$ cat config.mk
export PLATFORM = sky130hd
export DESIGN_NAME = ex_mem_stage
export DESIGN_NICKNAME = d
export VERILOG_FILES = /design/src/rtl/ex_mem_stage.sv
export SDC_FILE = /design/constraint.sdc
export NUM_CORES = 1
export LEC_CHECK = 0
export CAP_MARGIN = 10
export CELL_PAD_IN_SITES_DETAIL_PLACEMENT = 0
export CELL_PAD_IN_SITES_GLOBAL_PLACEMENT = 1
export CORE_UTILIZATION = 39
export CTS_BUF_LIST = sky130_fd_sc_hd__clkbuf_8
export DETAILED_ROUTE_END_ITERATION = 10
export PLACE_DENSITY_LB_ADDON = 0.3
export SYNTH_ARGS = -nofsm -noshare
export SYNTH_HDL_FRONTEND = slang
export SYNTH_SLANG_ARGS = --single-unit
$ cat constraint.sdc
create_clock -name clock -period 1.9 [get_ports clock]
set_input_delay 0.57 -clock clock [delete_from_list [all_inputs] [get_ports clock]]
set_output_delay 0.57 -clock clock [all_outputs]
set_load 0.01 [all_outputs]
$ cat src/rtl/ex_mem_stage.sv
// EX/MEM pipeline register for the LEGv8 core: valid/ready handshake, optional one-entry
// skid buffer, synchronous flush, bubble-gated control outputs and a registered-field pc_src.
module ex_mem_stage #(
  parameter int DATA_W     = 64,
  parameter int REG_ADDR_W = 5,
  parameter int SKID_EN    = 1
) (
  input  logic                  clock,
  input  logic                  reset_n,
  input  logic                  flush,
  input  logic                  in_valid,
  output logic                  in_ready,
  input  logic [DATA_W-1:0]     add_result,
  input  logic [DATA_W-1:0]     alu_result,
  input  logic                  zero,
  input  logic [DATA_W-1:0]     read2,
  input  logic [REG_ADDR_W-1:0] write_reg,
  input  logic                  branch,
  input  logic                  unc_branch,
  input  logic                  mem_read,
  input  logic                  mem_write,
  input  logic                  reg_write,
  input  logic                  mem_to_reg,
  output logic                  out_valid,
  input  logic                  out_ready,
  output logic [DATA_W-1:0]     out_add_result,
  output logic [DATA_W-1:0]     out_alu_result,
  output logic [DATA_W-1:0]     out_read2,
  output logic                  out_zero,
  output logic [REG_ADDR_W-1:0] out_write_reg,
  output logic                  out_branch,
  output logic                  out_unc_branch,
  output logic                  out_mem_read,
  output logic                  out_mem_write,
  output logic                  out_reg_write,
  output logic                  out_mem_to_reg,
  output logic                  out_pc_src,
  output logic [1:0]            occupancy
);

  // ctl bit order: {branch, unc_branch, mem_read, mem_write, reg_write, mem_to_reg}
  typedef struct packed {
    logic [DATA_W-1:0]     add;
    logic [DATA_W-1:0]     alu;
    logic [DATA_W-1:0]     rd2;
    logic                  zero;
    logic [REG_ADDR_W-1:0] wreg;
    logic [5:0]            ctl;
  } entry_t;

  entry_t in_ent;
  entry_t out_q, out_d;
  entry_t skid_q, skid_d;
  logic   out_valid_q, out_valid_d;
  logic   skid_valid_q, skid_valid_d;
  logic   rdy_q;
  logic   in_fire;
  logic   slot_free;

  assign in_ent = {add_result, alu_result, read2, zero, write_reg,
                   branch, unc_branch, mem_read, mem_write, reg_write, mem_to_reg};

  // rdy_q is low during reset and for the first edge after release.
  generate
    if (SKID_EN != 0) begin : g_skid_ready
      assign in_ready = rdy_q;
    end else begin : g_flow_ready
      assign in_ready = rdy_q & (!out_valid_q | out_ready);
    end
  endgenerate

  assign in_fire   = in_valid & in_ready & !flush;
  assign slot_free = !out_valid_q | out_ready;

  always_comb begin
    out_d        = out_q;
    skid_d       = skid_q;
    out_valid_d  = out_valid_q;
    skid_valid_d = skid_valid_q;
    if (flush) begin
      // Squash: data payload holds, control is cleared so nothing stale can commit.
      out_valid_d  = 1'b0;
      skid_valid_d = 1'b0;
      out_d.ctl    = '0;
      skid_d.ctl   = '0;
    end else if (slot_free) begin
      if (skid_valid_q) begin
        out_d       = skid_q;
        out_valid_d = 1'b1;
        if (in_fire) begin
          skid_d = in_ent;
        end else begin
          skid_valid_d = 1'b0;
        end
      end else if (in_fire) begin
        out_d       = in_ent;
        out_valid_d = 1'b1;
      end else begin
        out_valid_d = 1'b0;
      end
    end else if (in_fire && (SKID_EN != 0)) begin
      skid_d       = in_ent;
      skid_valid_d = 1'b1;
    end
  end

  always_ff @(posedge clock or negedge reset_n) begin
    if (!reset_n) begin
      out_q        <= '0;
      skid_q       <= '0;
      out_valid_q  <= 1'b0;
      skid_valid_q <= 1'b0;
      rdy_q        <= 1'b0;
    end else begin
      out_q        <= out_d;
      skid_q       <= skid_d;
      out_valid_q  <= out_valid_d;
      skid_valid_q <= skid_valid_d;
      rdy_q        <= !skid_valid_d;
    end
  end

  assign out_valid      = out_valid_q;
  assign out_add_result = out_q.add;
  assign out_alu_result = out_q.alu;
  assign out_read2      = out_q.rd2;
  assign out_zero       = out_q.zero;
  assign out_write_reg  = out_q.wreg;

  // Bubbles must never look like live control to MEM/WB or fetch.
  assign {out_branch, out_unc_branch, out_mem_read,
          out_mem_write, out_reg_write, out_mem_to_reg} = out_q.ctl & {6{out_valid_q}};
  assign out_pc_src = out_valid_q & ((out_q.ctl[5] & out_q.zero) | out_q.ctl[4]);
  assign occupancy  = {1'b0, out_valid_q} + {1'b0, skid_valid_q};

endmodule

# == Yosys cells after proc, flatten, opt, wreduce, memory -nomap -nowiden ==
# Index checks and enable logic that the tools add are counted.
# totals
reg_bits,411
latchBits,0
mem_bits_rw,0
mem_bits_ro,0
wordCells,51
memories,0
# classes
n_addsub,1
mul,0
div_mod_pow,0
n_lt_le_gt_ge,0
eq_ne,2
shifts,0
muxes,16
n_bitwise,8
n_reduce_logical,9
# ops
cell,n
$mux 204,5
$mux 6,3
$mux 1,8
$and 6x6->6,1
$and 1x1->1,4
$reduce_and 2->1,2
$reduce_bool 2->1,2
$logic_not 1->1,3
$ne 3x3->1 const B,1
$reduce_and 3->1,1
$reduce_bool 3->1,1
$add 1x1->2,1
$ne 2x2->1 const B,1
$or 1x1->1,2
$not 1->1,1

# == Logic depth before layout (Yosys ltp) ==
# logic_depth
ltp_word,7
depth_mapped,6

# == Least setup slack after synthesis ==
# OpenSTA, ideal clock, no wires.
# synth_path
path_type,input to register
start,in flush
end,reg out_q (netlist bit out_add_result[0])
t_arrival_ns,1.855
t_required_ns,1.775
path_slack_ns,-0.080
cell_stages,5
path_buffers,3
cell_sequence,clkbuf_1 > nor3_4 > buf_2 > buf_2 > mux2_2
# synth_between
elab_chain_cells,4
elab_cells_between_ends,5
cone_classes,bitwise: 2; reduce/logical: 3
# synth_rtl
element,line,source
from (decl),10,"input logic flush,"
$logic_not 1->1,72,assign in_fire = in_valid & in_ready & !flush;
$and 1x1->1,72,
$reduce_bool 2->1 (no source line),--,
$reduce_and 3->1 (no source line) (*),--,
to (signal assigned),115,out_q <= out_d;
to (decl),52,"entry_t out_q, out_d;"
# Every way passes the cells marked *; elsewhere a longest branch is shown, timed or not.
# A chain may end at the register's enable or synchronous reset.

# == Final worst setup path ==
# layout_path
start,reg out_valid_q (netlist: out_valid)
end,out out_pc_src
# layout_between
elab_chain_cells,1
# layout_rtl
element,line,source
from (decl),54,"logic out_valid_q, out_valid_d;"
from (signal assigned),117,out_valid_q <= out_valid_d;
$and 1x1->1,133,assign out_pc_src = out_valid_q & ((out_q.ctl[5] & out_q.zero) | out_q.ctl[4]);
to (decl),37,"output logic out_pc_src,"
# Every way passes these cells.

==> results.cfg <==
[floorplanning]
die_w_um = 224
coreArea_um2 = 48000
ioPinCount = 418
initial_core_util_pct = 39.9
rows = 80
dieArea_um2 = 50000
die_h_um = 224

[power]
p_sw_share_pct = 26.5
clock_power_share_pct = 29.3
power_per_cell_area_nw_per_um2 = 1010
power_leakage_nw = 12.5
vdd_drop_max_mv = 0.572
total_power_w = 0.0279
pwr-share-seq_pct = 43.8
internal_power_w = 0.0205
p_comb_share_pct = 27.0
p_switching_w = 0.00739

[grt]
grt_pass1_vias = 12900
grt.total_usage_pct = 19.6
antenna_found_initial = 9
grt_pass1_wl_um = 75300
grt_overflow_total = 0
grt_start_max_net_pins = 51

[critical_path]
path_max_fanout = 3
worstSetupPathType = register to primary output
rr_worst_depth = 9
cp_top_family = flip-flops
arrival_ns = 1.65
crit_chain = buf_12 > and2_4 > a21o_1 > buf_2
critPathSlowestCell = dfrtp_2
cp-start-kind = register
crit_required_ns = 1.33
worstSetupEndpointType = primary output
cp_num_cells = 4
ff2ff_setup_slack_ns = -0.21
critPathMaxStageDelay_ns = 0.44
path_buf_inv = 2

[yosys]
async_reset_ff_share_pct = 100
seq_area_frac_synth_pct = 53.7
synth_edf_count = 0
synth_most_common_cell = mux2_2
synthesis.nets = 1522
postSynthAreaPerCell_um2 = 14.6
synthCells = 1312
yosys_register_bits = 411
ys_top_cells_by_area = dfrtp_1 54%, mux2_2 31%, buf_4 8.4%
yosysTopAreaCellShare_pct = 53.7
yosysTopAreaCell = dfrtp_1
syn-cell-area_um2 = 19200
synth_top_flop_cell = dfrtp_1
yosys-top-cells-count = 520 x mux2_2, 411 x dfrtp_1, 214 x buf_4
yosysUniqueCellTypes = 24
yosys_warnings = 0

[timing]
slew_headroom_pct = 59.3
tightest_slew_ns = 0.611
finalMaxSlewViolations = 0
rsz0062_at_grt = true
fin_skew_ns = 0.0288
timing.final.crit_share_pct = 117
setup_viol = 399
fmax_mhz = 451
period_minus_slack_ns = 2.22
hold_viol_final = 0
fin_ws_ns = -0.318
setup-tns-final_ns = -50.60

[cells_and_area]
syn2layout_area_growth_pct = 44.5
nNetsFinal = 1922
largest_register_ffs = 204
nFillCells = 3882
multi_input_comb_area_um2 = 8550
regMostFlops = skid_q
seq_area_um2 = 10300
drive_above_1_share_pct = 58.1
post-route-util_pct = 57.6

[cts]
cts_buffer_depth = 3
cts-buffers-inserted = 73
cts_tree = done
clock-root-buffer = clkbuf_8
htree_levels = 3
clock-sinks = 411
clk_pin_slew_ns = 0.06
insertion_delay_ns = 0.64

[routing]
routed_wl_um = 52600
wl_per_cell_um = 22.1
vias = 11700
drtAntennaViolNets = 0
drtPass1Iterations = 4
vias_per_cell = 4.92
drc_errors = 0
drt_iter0_markers = 465

[place]
portBuffers = 417
gp_congestion = 0.758
pre_cts_ws_ns = -0.645
post-dp-hpwl_um = 31000

[min_path]
hp-class = primary input to async pin

[status]
status = finished, violations left
violations = setup timing

[flow_run]
cap_violations = 0
==> cells by family (layout without fill, tap and decap cells) <==
group	Yosys count	in the layout	synth area share (%)
AO/OA/AOI/OAI	18	18	0.804
AND/OR/NAND/NOR	15	15	0.516
other	0	6	0
flip-flops	411	411	53.7
buffers and inverters	266	713	9.62
multiplexers	600	600	35.2
adder cells (fa/ha/maj)	2	2	0.118
==> final cells by class <==
| class | count | share of cell area, % |
|---|---|---|
| multi-input cells | 635 | 30.9 |
| clock buffers | 97 | 4.83 |
| clock inverters | 25 | 0.384 |
| flip-flops and latches | 411 | 37.2 |
| diodes | 6 | 0.0543 |
| inverters | 1 | 0.0136 |
| well taps | 615 | 2.78 |
| repair buffers | 590 | 23.8 |
==> through the flow <==
step | instance area, um^2 | hold WS, ns | cells
detailed placement | 23300 | 0.467 | 2161
CTS | 26500 | 0.414 | 2347
floorplan | 19200 | 0.274 | 1312
global placement | 23300 | 0.461 | 2161
global route | 27700 | 0.450 | 2377
finish | 27700 | 0.443 | 2380
==> final timing paths <==
path / startpoint / end
worst max-delay path: out_valid / out_pc_src
min in group clock: out_q[0] / out_q[0]
worst min-delay path: reset_n / skid_q[124]
worst max register to register: out_valid / out_alu_result[57]
max in group asynchronous: reset_n / out_alu_result[12]
worst min register to register: out_q[0] / out_q[0]
==> cell usage in the layout, fill, tap and decap left out, types with 2 or more instances in the layout <==
cell type	count
clkdlybuf4s15_2	34
buf_6	23
clkinv_2	4
clkdlybuf4s15_1	68
inv_1	20
mux2_2	202
o2bb2ai_1	8
clkdlybuf4s50_1	207
and2_4	3
buf_16	14
and2_1	4
diode_2	6
mux2_4	392
a22o_1	6
buf_2	67
clkbuf_8	97
clkbuf_16	18
buf_12	60
dfrtp_1	409
clkbuf_2	33
buf_8	22
buf_4	43
clkinvlp_4	2
mux2i_1	6
==> repair_timing <==
item	in CTS	in global routing
resized for setup	818	368
pin swaps	3	3
hold buffers	1	0
buffers inserted	46	31
setup endpoints to repair	536	470
gates cloned	19	23
hold endpoints to repair	29	0
==> metal layers <==
metal | global-route usage (%) | part of all wire [%] | routed length (um)
met5 | 0 | 0.10 | 54
met4 | 5.72 | 2.0 | 1030
met3 | 6.91 | 6.7 | 3530
met2 | 31.5 | 47 | 24600
met1 | 24.8 | 45 | 23400
==> power groups by stage <==
stage                     logic [W]  registers [W]  clock network (W)
final                       0.00751         0.0122            0.00815
after global placement      0.00599         0.0121                  0
after floorplan             0.00423         0.0118                  0
after detailed placement    0.00610         0.0122                  0
after CTS                   0.00667         0.0121            0.00841
after global routing        0.00799         0.0124            0.00881
Power figures use the tool's default switching activity.
==> patch 1, RTL diff (config.mk and constraints unchanged) <==
Set the parameter `SKID_EN` to 0 (it was 1).
--- a/src/rtl/ex_mem_stage.sv
+++ b/src/rtl/ex_mem_stage.sv
@@ -3,7 +3,7 @@
 module ex_mem_stage #(
   parameter int DATA_W     = 64,
   parameter int REG_ADDR_W = 5,
-  parameter int SKID_EN    = 1
+  parameter int SKID_EN    = 0
 ) (
   input  logic                  clock,
   input  logic                  reset_n,
Check against the original RTL: not equivalent (a bounded check fails within 4 cycles, from zero or initial values and one cycle with reset_n low).
==> patch 1 against the unedited design <==
- the run still ends with setup timing left
- first-iteration DRC count fell by 23%
- area after synthesis rose by 0.54%
- sequential cell count did not move
- critical endpoint unchanged
- critical path depth fell by 1
- largest power group unchanged
- wire length fell by 0.95%
- power fell by 21%
- final area fell by 2.3%
- critical path type unchanged
- clock power fell by 2%
- global-route usage fell by 1.9 points
- die area rose by 0.54%
- setup slack improved by 0.092 ns
- count of clock-buffer cells in the layout fell by 3
==> patch 1: results (changes against the unedited design) <==
placed cell area = 23400 µm² (+0.36%)
setup violators final = 341 (-15%)
critical path arrival = 1.56 ns (-0.09 ns)
Vias/cell = 4.87 (-1.0%)
largest net degree at the start of global routing = 76 (+49%)
placed insts = 2223 (+2.9%)
max FFs per register = 204 (unchanged)
Max Clock Skew = 0.0187 ns (-0.0101 ns)
Final Wtd Congestion = 0.734 (-3.2%)
R2R depth = 8 (-1)
met2 GRT Util = 28.7% (-2.8 points)
met3 Use GR = 6.89% (-0.026 points)
WL met3 = 3700 µm (+5.0%)
metal2 WL = 24100 µm (-1.8%)
worst slew pin tran = 0.437 ns (-0.174 ns)
LEAKAGE = 12.9 nW (+3.6%)
vias in the first global route = 12100 (-6.1%)
crit path max fanout = 6 (+3)
Avg Cell Area, Syn = 14.5 µm² (-0.74%)
Setup TNS Final = -16.79 ns (+33.82 ns)
synth top area cells = dfrtp_1 53%, mux2_2 31%, buf_4 8.2%
first-pass GRT wire length = 69100 µm (-8.2%)
R2R Setup Slk = -0.11 ns (+0.10 ns)
sequential area share after synthesis = 53.4% (-0.29 points)
final setup margin = -0.226 ns (+0.0916 ns)
TritonCTS buffer count = 75 (+2.7%)
hpwl dp = 30800 µm (-0.64%)
CP peak stage delay = 0.47 ns (+0.03 ns)
per-cell routed wire length = 21.6 µm (-2.4%)
Critical R2R Launch = skid_valid_q
post-place setup slack = -0.535 ns (+0.111 ns)
final wirelength = 52100 µm (-0.95%)
worst r2r dst = skid_q[125]
synth cell count leaders = 535 x mux2_2, 411 x dfrtp_1, 210 x buf_4, 59 x mux2_1, 33 x buf_2
ratio of cells with drive above 1 in the final layout = 54.3% (-3.8 points)
top layer used by detailed routing = met5
Hold Slack = 0.427 ns (-0.0157 ns)
failing checks = setup timing
Hold Crit Class = in -> async
Worst Setup Path Type = reg -> out
syn_nets = 1539 (+1.1%)
WL met1 = 23100 µm (-1.6%)
Max IR drop VDD = 514 µV (-10%)
Synth cell types = 24 (unchanged)
Net count, final = 1911 (-0.57%)
GRT Util Overall = 17.7% (-1.9 points)
initial antenna violation count = 7 (-2)
Global Route met1 Usage = 21.7% (-3.1 points)
outcome = finished, violations left
==> patch 1: cells by family (layout without fill, tap and decap cells) <==
kind of cell,after synthesis,in the layout,share of synthesized area [%]
other,0,3,0
buffers and inverters,266,685,9.53
adders and majority gates,1,1,0.0650
DFF,411,411,53.4
and+or+nand+nor,33,33,1.16
AOI/OAI and AO/OA,12,12,0.461
muxes,606,606,35.4
==> patch 1: power by group <==
part           internal (mW)  switching (mW)  total (mW)
logic                   2.54            1.60        4.14
clock network           4.38            3.57        7.96
registers               9.50           0.462        9.96
==> patch 1: repair_timing <==
item                                    in CTS  in global routing
endpoints found under the setup margin     209                448
gates cloned                                 0                 35
pin swaps                                    5                  3
setup buffers                                4                 30
resized for setup                          552                404
hold buffers                                 1                  0
endpoints found under the hold margin       20                  0
==> patch 1: cell type report <==
class                      count  area [µm²]
antenna                        3        7.51
clock buffer                  94        1290
clock inverter                30         116
fill                        4123       21800
multi-input combinational    652        8260
sequential                   411       10300
tap                          664         831
timing repair buffer         561        6220
==> patch 2, RTL diff (same flow settings) <==
Made on the original files. Make the reset (`reset_n`) synchronous in one clocked block.
--- a/src/rtl/ex_mem_stage.sv
+++ b/src/rtl/ex_mem_stage.sv
@@ -104,7 +104,7 @@
     end
   end
 
-  always_ff @(posedge clock or negedge reset_n) begin
+  always_ff @(posedge clock) begin
     if (!reset_n) begin
       out_q        <= '0;
       skid_q       <= '0;
Function: changed (a bounded check fails within 4 cycles, from zero or initial values and one cycle with reset_n low; the reset may be asserted at any time).
==> patch 2 against the unedited design <==
- the flow still finishes with violations (setup timing)
- setup slack better by 0.18 ns
- utilization is 6.6 points lower
- wire length is 3.3% lower
- first-iteration DRC count is 18% higher
- area after synthesis is 5.0% higher
- non-clock buffer count is 75 lower
- global-route usage is 1.4 points lower
- sequential cell count stayed put
- critical path depth is 1 lower
- count of clock-buffer cells in the layout is 2 lower
- final area is 6.9% lower
Power is not compared: it rests on default switching activity, and its combinational part moved more than twofold at a synthesized area within 25%.
==> patch 2: results (changes against the unedited design) <==
outcome = finished, violations left
failing checks = setup timing
sequential area share after synthesis = 40.9% (-13 points)
CP peak stage delay = 0.37 ns (-0.07 ns)
Net count, final = 2656 (+38%)
Main synth FF type = dfxtp_1
final wirelength = 50900 µm (-3.3%)
initial antenna violation count = 5 (-4)
Vias/cell = 4.70 (-4.5%)
hpwl dp = 34000 µm (+9.9%)
Post-Synth Adder-Cell Area = 0.0622% (-0.055 points)
CP max stage cell = dfxtp_4
Synth cell types = 24 (unchanged)
synth top area cells = dfxtp_1 41%, mux2i_1 20%, nand2_1 15%
Max Clock Skew = 0.0196 ns (-0.00922 ns)
Critical Path Source = out_valid
max cap viols = 0 (unchanged)
worst r2r dst = out_alu_result[15]
setup violators final = 44 (-89%)
total power = 19.5 mW
clk_lat worst skew = 0.64 ns (about the same)
1st-iter DRT viols = 549 (+18%)
largest net degree at the start of global routing = 92 (+80%)
met2 GRT Util = 30.8% (-0.71 points)
Global Route met1 Usage = 21.8% (-3.0 points)
ratio of cells with drive above 1 in the final layout = 19.9% (-38 points)
CTS Hold Buffers Added = 0 (-1)
R2R Setup Slk = -0.07 ns (+0.14 ns)
GRT Util Overall = 18.2% (-1.4 points)
Hold Crit Class = in -> reg
placed cell area = 23800 µm² (+2.3%)
final setup margin = -0.139 ns (+0.178 ns)
Final Wtd Congestion = 0.784 (+3.5%)
R2R depth = 7 (-2)
TritonCTS buffer count = 74 (+1.4%)
clock tree root driver cell = clkbuf_8
met3 Use GR = 5.14% (-1.8 points)
first-pass GRT wire length = 77500 µm (+3.0%)
vias in the first global route = 15000 (+16%)
LEAKAGE = 12.7 nW
syn_nets = 2422 (+59%)
mux contribution to synthesized area = 31.4% (-3.8 points)
synth cell count leaders = 804 x nand2_1, 411 x dfxtp_1, 408 x mux2i_1, 214 x buf_4, 198 x mux2_2
Synth Area in Compound Gates = 0.728% (-0.076 points)
worst slew pin tran = 0.482 ns (-0.128 ns)
Setup TNS Final = -1.88 ns (+48.72 ns)
critical path arrival = 1.47 ns (-0.18 ns)
==> patch 2: changes by cell type in the layout (fill, tap and decap cells not counted), sizes merged, moves of 8 or more <==
cell / delta
buf: -130
clkbuf: -18
dfrtp: -411
dfxtp: +411
dlygate4sd2: +68
mux2: -396
mux2i: +402
nand2: +803
o2bb2ai: -8
==> patch 2: metrics by stage <==
stage          worst slack [ns]  hold WS (ns)  cells
6_report                 -0.139         0.254   3169
3_3_place_gp             -0.390         0.440   3020
3_5_place_dp             -0.423         0.449   3020
5_1_grt                  -0.216         0.207   3169
2_1_floorplan             0.189         0.435   2212
4_1_cts                  -0.205         0.197   3147
==> patch 2: routing by layer <==
| layer | vias up | part of all wire, % |
|---|---|---|
| met5 | - | 0.051 |
| met4 | 4 | 2.8 |
| met3 | 94 | 5.3 |
| met2 | 308 | 48 |
| met1 | 6964 | 44 |
| li1 | 7535 | - |
==> patch 2: what timing repair did <==
item	CTS	global route
resized for setup	372	108
pin swaps	1	3
endpoints found under the setup margin	209	141
cloned	0	12
setup buffers	2	9
==> patch 2: final cells by class <==
type	instances	area, µm²
Fill cell	4712	24700
Sequential cell	411	8260
Antenna cell	2	5.00
Clock buffer	95	1310
Multi-Input combinational cell	1444	9670
Clock inverter	30	228
Timing Repair Buffer	515	5440
Tap cell	672	841
==> patch 2: worst max path at each step <==
stage | slack (ns) | to | cells past startpoint
after floorplan | 0.19 | skid_q[100] | 7
after global placement | -0.39 | out_read2[16] | 5
after detailed placement | -0.42 | out_read2[23] | 5
after CTS | -0.21 | occupancy[0] | 3
after global routing | -0.22 | occupancy[0] | 3
final | -0.14 | occupancy[0] | 3
==> patch 2: tightest hold or removal path, delay by kind of cell <==
family,cells,cell delay (ns)
and+or+nand+nor,1,0.07
buffers and inverters,1,0.15
muxes,1,0.05
